===== src/rtl/int_to_float_pkg.sv =====
// Float format shared by the float blocks, as {sign, exp, frac}.
// E_bit/F_bit default to 8/23; E_BIAS and FLOAT_W are derived from them.
`ifndef E_bit
`define E_bit 8
`endif
`ifndef F_bit
`define F_bit 23
`endif
`ifndef E_BIAS
`define E_BIAS ((1 << (`E_bit - 1)) - 1)
`endif
`ifndef FLOAT_W
`define FLOAT_W (1 + `E_bit + `F_bit)
`endif

package int_to_float_pkg;

  localparam int unsigned E_W     = `E_bit;
  localparam int unsigned F_W     = `F_bit;
  localparam int unsigned FLOAT_W = `FLOAT_W;
  localparam int unsigned E_BIAS  = `E_BIAS;

  typedef struct packed {
    logic           sign;
    logic [E_W-1:0] exp;
    logic [F_W-1:0] frac;
  } float_t;

endpackage


===== src/rtl/int_to_float_lead_one_det.sv =====
// Leading-one detector: position of the highest set bit, plus an all-zero flag.
module lead_one_det #(
  parameter int INT_W = 32,
  localparam int PW = (INT_W > 1) ? $clog2(INT_W) : 1
) (
  input  logic [INT_W-1:0] vec,
  output logic [PW-1:0]    pos,
  output logic             zero
);

  always_comb begin
    pos  = '0;
    zero = ~|vec;
    for (int unsigned i = 0; i < INT_W; i++) begin
      if (vec[i]) pos = PW'(i);
    end
  end

endmodule


===== src/rtl/int_to_float.sv =====
// Three-stage signed integer to float converter with valid/ready and global stall.
// Rounding: round-to-nearest-even when INT2FLOAT_RNE_EN is defined, truncate otherwise.
module int_to_float
  import int_to_float_pkg::*;
#(
  parameter int INT_W = 32
) (
  input  logic               clk,
  input  logic               rst,
  input  logic               in_valid,
  output logic               in_ready,
  input  logic [INT_W-1:0]   in_data,
  output logic               out_valid,
  input  logic               out_ready,
  output logic [FLOAT_W-1:0] out_data
);

  localparam int unsigned BIAS  = E_BIAS;
  localparam int          PW    = (INT_W > 1) ? $clog2(INT_W) : 1;
  localparam int          EXW   = E_W + 1;
  localparam int          W_EXT = INT_W + F_W + 1;
  localparam logic [EXW-1:0] EXP_MAX = EXW'((1 << E_W) - 1);

  logic             adv;
  logic             out_valid_q;
  float_t           out_q;

  logic             s0_valid, s0_sign;
  logic [INT_W-1:0] s0_mag, in_mag;

  logic [PW-1:0]    lod_pos;
  logic             lod_zero;

  logic             s1_valid, s1_sign, s1_zero;
  logic [INT_W-1:0] s1_mant;
  logic [EXW-1:0]   s1_exp;

  logic [W_EXT-1:0] ext;
  logic [F_W-1:0]   frac_t, frac_r;
  logic [EXW-1:0]   exp_r;
  float_t           s2_data;
`ifdef INT2FLOAT_RNE_EN
  logic             guard, sticky, round_up;
  logic [F_W:0]     frac_sum;
`endif

  // Gating with rst keeps any handshake from completing while reset is held.
  assign out_valid = out_valid_q & ~rst;
  assign adv       = ~out_valid | out_ready;
  assign in_ready  = adv;
  assign out_data  = out_q;

  // Most negative input negates to 2^(INT_W-1), which still fits unsigned.
  assign in_mag = in_data[INT_W-1] ? (~in_data + INT_W'(1)) : in_data;

  lead_one_det #(.INT_W(INT_W)) u_lod (
    .vec  (s0_mag),
    .pos  (lod_pos),
    .zero (lod_zero)
  );

  // Trailing zeros guarantee a guard bit exists even when INT_W-1 < F_W.
  always_comb begin
    ext    = {s1_mant, {(F_W + 1){1'b0}}};
    frac_t = F_W'(ext >> (W_EXT - 1 - F_W));
`ifdef INT2FLOAT_RNE_EN
    guard    = ext[W_EXT-2-F_W];
    sticky   = (ext << (F_W + 2)) != '0;
    round_up = guard & (sticky | frac_t[0]);
    frac_sum = {1'b0, frac_t} + (F_W + 1)'(round_up);
    frac_r   = frac_sum[F_W] ? '0 : frac_sum[F_W-1:0];
    exp_r    = s1_exp + EXW'(frac_sum[F_W]);
`else
    frac_r = frac_t;
    exp_r  = s1_exp;
`endif
    s2_data = '0;
    if (!s1_zero) begin
      s2_data.sign = s1_sign;
      if (exp_r >= EXP_MAX) begin
        s2_data.exp  = '1;
        s2_data.frac = '0;
      end else begin
        s2_data.exp  = exp_r[E_W-1:0];
        s2_data.frac = frac_r;
      end
    end
  end

  always_ff @(posedge clk) begin
    if (rst) begin
      s0_valid    <= 1'b0;
      s0_sign     <= 1'b0;
      s0_mag      <= '0;
      s1_valid    <= 1'b0;
      s1_sign     <= 1'b0;
      s1_zero     <= 1'b0;
      s1_mant     <= '0;
      s1_exp      <= '0;
      out_valid_q <= 1'b0;
      out_q       <= '0;
    end else if (adv) begin
      s0_valid    <= in_valid;
      s0_sign     <= in_data[INT_W-1];
      s0_mag      <= in_mag;
      s1_valid    <= s0_valid;
      s1_sign     <= s0_sign;
      s1_zero     <= lod_zero;
      s1_mant     <= s0_mag << (PW'(INT_W - 1) - lod_pos);
      s1_exp      <= EXW'(BIAS) + EXW'(lod_pos);
      out_valid_q <= s1_valid;
      out_q       <= s2_data;
    end
  end

endmodule


===== config.mk =====
export PLATFORM = sky130hd
export DESIGN_NAME = int_to_float
export DESIGN_NICKNAME = d
export VERILOG_FILES = /design/src/rtl/int_to_float_pkg.sv /design/src/rtl/int_to_float_lead_one_det.sv /design/src/rtl/int_to_float.sv
export SDC_FILE = /design/constraint.sdc
export NUM_CORES = 1
export LEC_CHECK = 0
export ABC_AREA = 1
export BUFFER_PORTS_ARGS = -buffer_cell sky130_fd_sc_hd__buf_2
export CORE_MARGIN = 10
export CORE_UTILIZATION = 54
export CTS_BUF_LIST = sky130_fd_sc_hd__clkbuf_16
export CTS_CLUSTER_SIZE = 12
export DETAILED_ROUTE_END_ITERATION = 12
export GPL_ROUTABILITY_DRIVEN = 1
export GPL_TIMING_DRIVEN = 0
export PLACE_DENSITY = 0.79
export RECOVER_POWER = 100
export REMOVE_ABC_BUFFERS = 1
export SLEW_MARGIN = 5
export SYNTH_ARGS = -nofsm -noshare
export SYNTH_HDL_FRONTEND = slang
export SYNTH_SLANG_ARGS = --single-unit

===== constraint.sdc =====
create_clock -name clk -period 2.84 [get_ports clk]
set_clock_uncertainty 0.05 [all_clocks]
set_input_delay 0.852 -clock clk [delete_from_list [all_inputs] [get_ports clk]]
set_output_delay 0.852 -clock clk [all_outputs]
set_load 0.05 [all_outputs]

==> results of run 1 <==
==> power by group through the flow <==
stage               clock network (mW)  logic (mW)  registers, mW
floorplan                            0       0.927           1.88
global placement                     0        1.44           1.73
detailed placement                   0        1.45           1.73
CTS                               1.29        1.61           1.70
global route                      1.33        1.86           1.73
finish                            1.28        1.67           1.71
==> routing by layer <==
metal	GRT usage (%)	part of all wire (%)
met5	0	0
met4	11.7	3.6
met3	3.42	8.0
met2	33.9	45
met1	26.9	43
==> final cells by class <==
cell class                      count  share of cell area (%)
Multi-Input combinational cell    755                    52.6
Sequential cell                   101                    27.6
Timing Repair Buffer               92                    7.68
Inverter                           99                    5.37
Clock buffer                        9                    3.05
Tap cell                          140                    2.37
Clock inverter                      7                    1.12
Timing Repair inverter              2                   0.203
==> logic make-up (layout without fill, tap and decap cells) <==
group | after synthesis | count (layout) | synth area share, %
compound gates | 155 | 155 | 14.0
fa+ha+maj | 1 | 1 | 0.203
simple gates | 579 | 584 | 40.5
buf+inv | 160 | 209 | 10.3
flops | 101 | 101 | 32.8
xor+xnor | 15 | 15 | 2.13
==> sequential cells by signal, summed over array words and instances, names as in the netlist, 8 cells and up <==
signal / flops
out_data: 32
s0_mag: 32
s1_mant: 23
exp_r: 8
==> final timing paths <==
| path | slack (ns) | end |
|---|---|---|
| max | -0.27 | s1_mant[27] |
| min | 0.41 | out_data[11] |
| max reg2reg | -0.27 | s1_mant[27] |
| min reg2reg | 0.41 | out_data[11] |
==> synth_stat cells <==
library cell	instances	share of area [%]
xor2_1	9	1.3
buf_4	3	0.37
a2111oi_0	1	0.14
clkinv_1	2	0.12
inv_2	2	0.12
buf_1	10	0.61
or3_1	1	0.10
ha_1	1	0.20
or2_2	3	0.30
nand2_1	286	17
a211o_1	1	0.14
o311a_1	1	0.16
nand2_8	1	0.32
nand3_1	200	16
a31oi_1	5	0.51
buf_2	3	0.24
nor2_1	62	3.8
buf_6	3	0.55
nor4_1	3	0.30
nand3b_1	1	0.12
dfxtp_1	101	33
o21bai_1	1	0.12
nand2_4	1	0.18
clkbuf_1	42	2.6
o211ai_1	8	0.97
o221ai_1	12	1.7
xnor2_1	6	0.85
nand2_2	1	0.10
o22ai_1	1	0.10
nor3_1	17	1.4
inv_1	95	5.8
a21oi_1	77	6.2
o21ai_1	4	0.32
nand4_1	3	0.30
o21ai_0	44	3.6
==> stage by stage <==
step | hold slack (ns) | utilization [%] | power [mW] | setup TNS [ns]
6_report | 0.408 | 66.9 | 4.66 | -5.73
5_1_grt | 0.431 | 66.9 | 4.92 | -20.50
4_1_cts | 0.408 | 65.2 | 4.60 | -2.57
3_5_place_dp | 0.398 | 58.9 | 3.19 | -77.64
3_3_place_gp | 0.389 | 58.2 | 3.16 | -984.38
2_1_floorplan | 0.372 | - | 2.80 | -545.29
==> critical path, delay by kind of cell, from the launching register on <==
kind	cells	cell delay [ns]
buffers and inverters	2	0.12
flip-flops	1	0.35
AND/OR/NAND/NOR	36	2.49
==> timing repair <==
action,CTS,global route
buffers inserted,10,7
setup endpoints to repair,97,44
gates cloned,6,1
resized for setup,63,66
pin swaps,12,19
==> flow_summary_export.csv, run 1 <==
group,metric,value,unit
clocking,cts-htree-levels,3,
power,p_comb_share,35.9,%
timing,rsz0062_at_grt,"yes",
finish,final_cell_mix,"nand2_1, nand3_1, dfxtp_1",
power,sequentialPowerShare,36.7,%
clocking,cts_buffers,9,
timing,period_share,110,%
synthesis,yosysUniqueCellTypes,35,
global_routing,antenna_found_initial,0,
die,chipHeight,127,um
place,dp.cells,1165,
min_path,hold_start,"s1_mant[19]",
timing,maxSlewViolCount,0,
worst_setup_path,slowest_delay,0.35,ns
routing,drt-wirelength-per-cell,14.8,um
worst_setup_path,worstPathRequired,3.09,ns
timing,fin_crit,3.11,ns
place,place_hpwl,11700,um
power,power_density,631,nW/um^2
clocking,cts_tree,"built",
clocking,hold_buffers,0,
worst_setup_path,start_kind,"flop",
worst_setup_path,crit_top_cell,"nand2_1",
power,power_switching,1.84,mW
synthesis,ys_seq_elements,101,
power,sw_frac_of_total,39.6,%
flow_run,maxCapViolCount,0,
synthesis,yosysWarnings,0,
place,gp_congestion,0.934,
synthesis,syn_inst,1011,
power,p_clk_share,27.5,%
routing,firstDrtPassIters,6,
worst_setup_path,critical_path_class,"reg -> reg",
routing,routed_wl,17800,um
finish,final_common_cell,"nand2_1",
die,core,11000,um^2
finish,multiInputGateArea,3880,um^2
finish,antennaDiodeCount,0,
min_path,min_path_cells,2,
power,p_leak,3.43,nW
power,power.internal,2.81,mW
die,die-area,16100,um^2
place,port_buffers,69,
worst_setup_path,r2r_start,"s0_mag[2]",
timing,max_slew_margin,14.3,%
finish,design_area,7380,um^2
finish,final_layout_size_suffix_gt1_share,14.9,%
synthesis,avgSynthCellArea,6.10,um^2
timing,worst_slack,-0.274,ns
routing,drc_errors,0,
finish,register_area,2030,um^2
die,rows,38,
routing,drt-vias-per-instance,5.74,
min_path,hold_path.class,"reg -> reg",
run_status,status,"finished, violations left",
worst_setup_path,crit_start,"s0_mag[2]",
timing,setup_violations,36,
routing,drt-initial-drc-count,560,
worst_setup_path,r2r_cells,38,
global_routing,grt_pass1_wl,29400,um
clocking,clk_latency,0.36,ns
run_status,violations,"setup timing",
routing,vias,6917,
die,die_width,127,um
clocking,cts.path.max_buffers,2,
place,placed_area,6500,um^2
timing,fmax,0.321,GHz
worst_setup_path,arrival,3.36,ns
clocking,clkTransAtPathRegs,0.07,ns
die,ios,70,
timing,finalHoldViolations,0,
global_routing,grt_max_degree,66,
clocking,clock_sinks,101,
finish,synthToLayoutAreaGrowth,19.7,%
clocking,cts_root_buffer,"clkbuf_16",
global_routing,grt_pass1_vias,6367,
place,dp_slack,-1.22,ns
global_routing,gr-total-overflow,0,
synthesis,seq_area_frac_synth,32.8,%
worst_setup_path,crit_path_end_kind,"flop",
worst_setup_path,slowest_stage,"dfxtp_4",
routing,antenna_left,0,
global_routing,grt_usage,21.3,%
synthesis,syn_area,6170,um^2
finish,final_cells,1205,
power,peakVddDrop,430,uV
die,start_util,55.9,%
finish,layout.nets,1097,
finish,fillCellCount,1056,
timing,worst_pin_slew,1.28,ns
worst_setup_path,crit_fanout,9,
Note: power is estimated with default switching activity, not from simulation.
==> run 2, diff against run 1 <==
ABC_AREA = 0   (was 1)
PLACE_DENSITY = 0.77   (was 0.79)
==> run 2 against run 1 <==
Effect of this change:
- sequential power is 4% higher
- synthesized area is 1.7% higher
- the flow still finishes with violations (setup timing)
- combinational power is 34% higher
- critical endpoint is now s0_mag[30]
- largest power group is now combinational logic
- register-to-register slack worse by 0.08 ns
- cell area is 13% higher
- power is 14% higher
- die area is 1.5% higher
- flip-flop and latch count stayed put
==> flow_summary_export.csv, run 2 <==
group,metric,value,unit
synthesis,yosysUniqueCellTypes,65,
worst_setup_path,critical_path_class,"in -> reg",
synthesis,synth_top_cell_by_area,"dfxtp_1",
routing,drt-wirelength-per-cell,20.7,um
synthesis,synth_common_cells,"nor2_1, dfxtp_1, nand2_1, mux2i_1, clkbuf_1",
clocking,cts_buffers,9,
worst_setup_path,crit_fanout,4,
run_status,violations,"setup timing",
die,chipHeight,128,um
synthesis,synthArstFlopShare,0,%
power,power_density,640,nW/um^2
finish,final_common_cell,"nor2_1",
finish,synthToLayoutAreaGrowth,32.8,%
timing,max_slew_margin,11.9,%
timing,finalHoldViolations,0,
timing,rsz0062_at_grt,"yes",
routing,drt-vias-per-instance,6.43,
worst_setup_path,crit_path_end_kind,"flop",
worst_setup_path,crit_top_cell,"or4_4",
power,sequentialPowerShare,33.3,%
power,p_leak,3.26,nW
place,gp_congestion,0.907,
worst_setup_path,start_kind,"primary input",
clocking,cts_tree,"built",
clocking,cts_root_buffer,"clkbuf_16",
timing,fmax,0.302,GHz
synthesis,seq_area_frac_synth,32.2,%
worst_setup_path,slowest_delay,0.53,ns
routing,drc_errors,0,
routing,drt-initial-drc-count,848,
timing,worst_pin_slew,1.32,ns
flow_run,maxCapViolCount,0,
place,place_hpwl,12100,um
clocking,clk_latency,0.36,ns
synthesis,avgSynthCellArea,7.92,um^2
place,port_buffers,69,
finish,final_layout_size_suffix_gt1_share,29.6,%
global_routing,grt_pass1_vias,5987,
power,power_switching,1.99,mW
die,die-area,16300,um^2
worst_setup_path,critPathTopFamily,"simple AND/OR/NAND/NOR gates",
run_status,status,"finished, violations left",
place,placed_area,6690,um^2
synthesis,synth_top_flop_cell,"dfxtp_1",
power,p_clk_share,24.8,%
die,ios,70,
timing,maxSlewViolCount,0,
die,die_width,128,um
timing,setup_violations,39,
finish,design_area,8330,um^2
finish,final_cell_mix,"nor2_1, dfxtp_1, nand2_1",
worst_setup_path,slowest_stage,"or4_4",
power,power.internal,3.34,mW
synthesis,synth_area_leaders,"dfxtp_1, mux2i_1, nor2_1, nand2_1, xor2_1",
die,start_util,54.9,%
synthesis,synth_most_common_cell,"nor2_1",
power,p_comb_share,41.9,%
timing,period_share,117,%
global_routing,grt_pass1_wl,30000,um
clocking,clkTransAtPathRegs,0.07,ns
finish,final_cells,1016,
timing,fin_crit,3.32,ns
min_path,hold_path.class,"reg -> reg",
worst_setup_path,critPathBufInv,1,
routing,firstDrtPassIters,6,
worst_setup_path,path_cells,"buf_6, or4_4, or4_4, or3_4, or2_4, or4_4, o41ai_4, xor2_1, o21ai_1",
synthesis,ys_seq_elements,101,
place,dp.cells,941,
power,p_total,5.33,mW
worst_setup_path,worstPathRequired,3.02,ns
clocking,cts-htree-levels,3,
routing,antenna_left,0,
global_routing,gr-total-overflow,0,
clocking,cts.path.max_buffers,2,
die,rows,39,
power,peakVddDrop,406,uV
global_routing,grt_max_degree,88,
worst_setup_path,arrival,3.49,ns
timing,worst_slack,-0.475,ns
synthesis,syn_inst,792,
clocking,clock_sinks,101,
synthesis,synth_edf_count,0,
clocking,hold_buffers,0,
place,dp_slack,-1.49,ns
global_routing,grt_usage,21.8,%
routing,vias,6533,
power,sw_frac_of_total,37.3,%
routing,routed_wl,21000,um
timing,hold_ws,0.387,ns
finish,antennaDiodeCount,0,
die,core,11400,um^2
synthesis,netlist.area_leader.share,32.2,%
synthesis,yosysWarnings,0,
synthesis,syn_area,6270,um^2
global_routing,antenna_found_initial,0,
timing,final.setup.tns,-7.42,ns
finish,layout.nets,905,
finish,final_util,73.0,%
==> run 2: cell count changes after synthesis, moves of 28 or more <==
cell,before,now
nand2_1,286,76
mux2i_1,0,67
a211oi_1,0,28
inv_1,95,10
nand3_1,200,11
a21oi_1,77,33
nor2_1,62,103
a22oi_1,0,28
==> run 2: worst min-delay path: stages, from the launching register on <==
cell	delay, ns
dfxtp_1	0.31
nand2_1	0.05
nand2_1	0.04
==> run 2: power by group through the flow <==
stage / sequential (mW) / combinational, mW / clock (mW)
floorplan: 1.89 / 0.972 / 0
global placement: 1.76 / 1.49 / 0
detailed placement: 1.77 / 1.53 / 0
CTS: 1.74 / 1.83 / 1.32
global route: 1.79 / 2.36 / 1.38
finish: 1.77 / 2.23 / 1.32
==> run 2: final cells by class <==
cell class	instances	area (um^2)
multi-input cells	608	4690
fillers	848	3090
flip-flops and latches	101	2050
repair buffers	137	1040
clock buffers	9	225
well taps	143	179
clock inverters	7	90.1
inverters	11	53.8
==> run 2: cell families after synthesis <==
logic type	Yosys count	synth area share (%)
simple gates	287	21.8
compound gates	211	23.7
flops	101	32.2
buf+inv	86	5.54
mux	76	12.3
xor+xnor	30	4.19
fa+ha+maj	1	0.199
==> run 2: what timing repair did <==
action | 4_1_cts | 5_1_grt
pin swaps | 28 | 44
endpoints found under the setup margin | 92 | 45
cloned | 2 | 5
setup buffers | 29 | 24
hold endpoints to repair | 0 | 0
gates resized for setup | 107 | 104
==> run 2: per-layer routing <==
layer	share of wire, %	up-vias	track usage [%]
met1	41	3075	27.6
met5	0	-	0
met4	3.7	0	9.01
li1	-	3051	-
met2	48	340	35.7
met3	7.8	67	3.80
==> run 2: path summary, 6_finish.rpt <==
check	endpoint	slack (ns)	cells after the start	startpoint
max reg2reg	s1_mant[25]	-0.35	10	s0_mag[25]
min	s0_valid	0.39	2	s0_valid
min reg2reg	s0_valid	0.39	2	s0_valid
max	s0_mag[30]	-0.48	9	in_data[8]
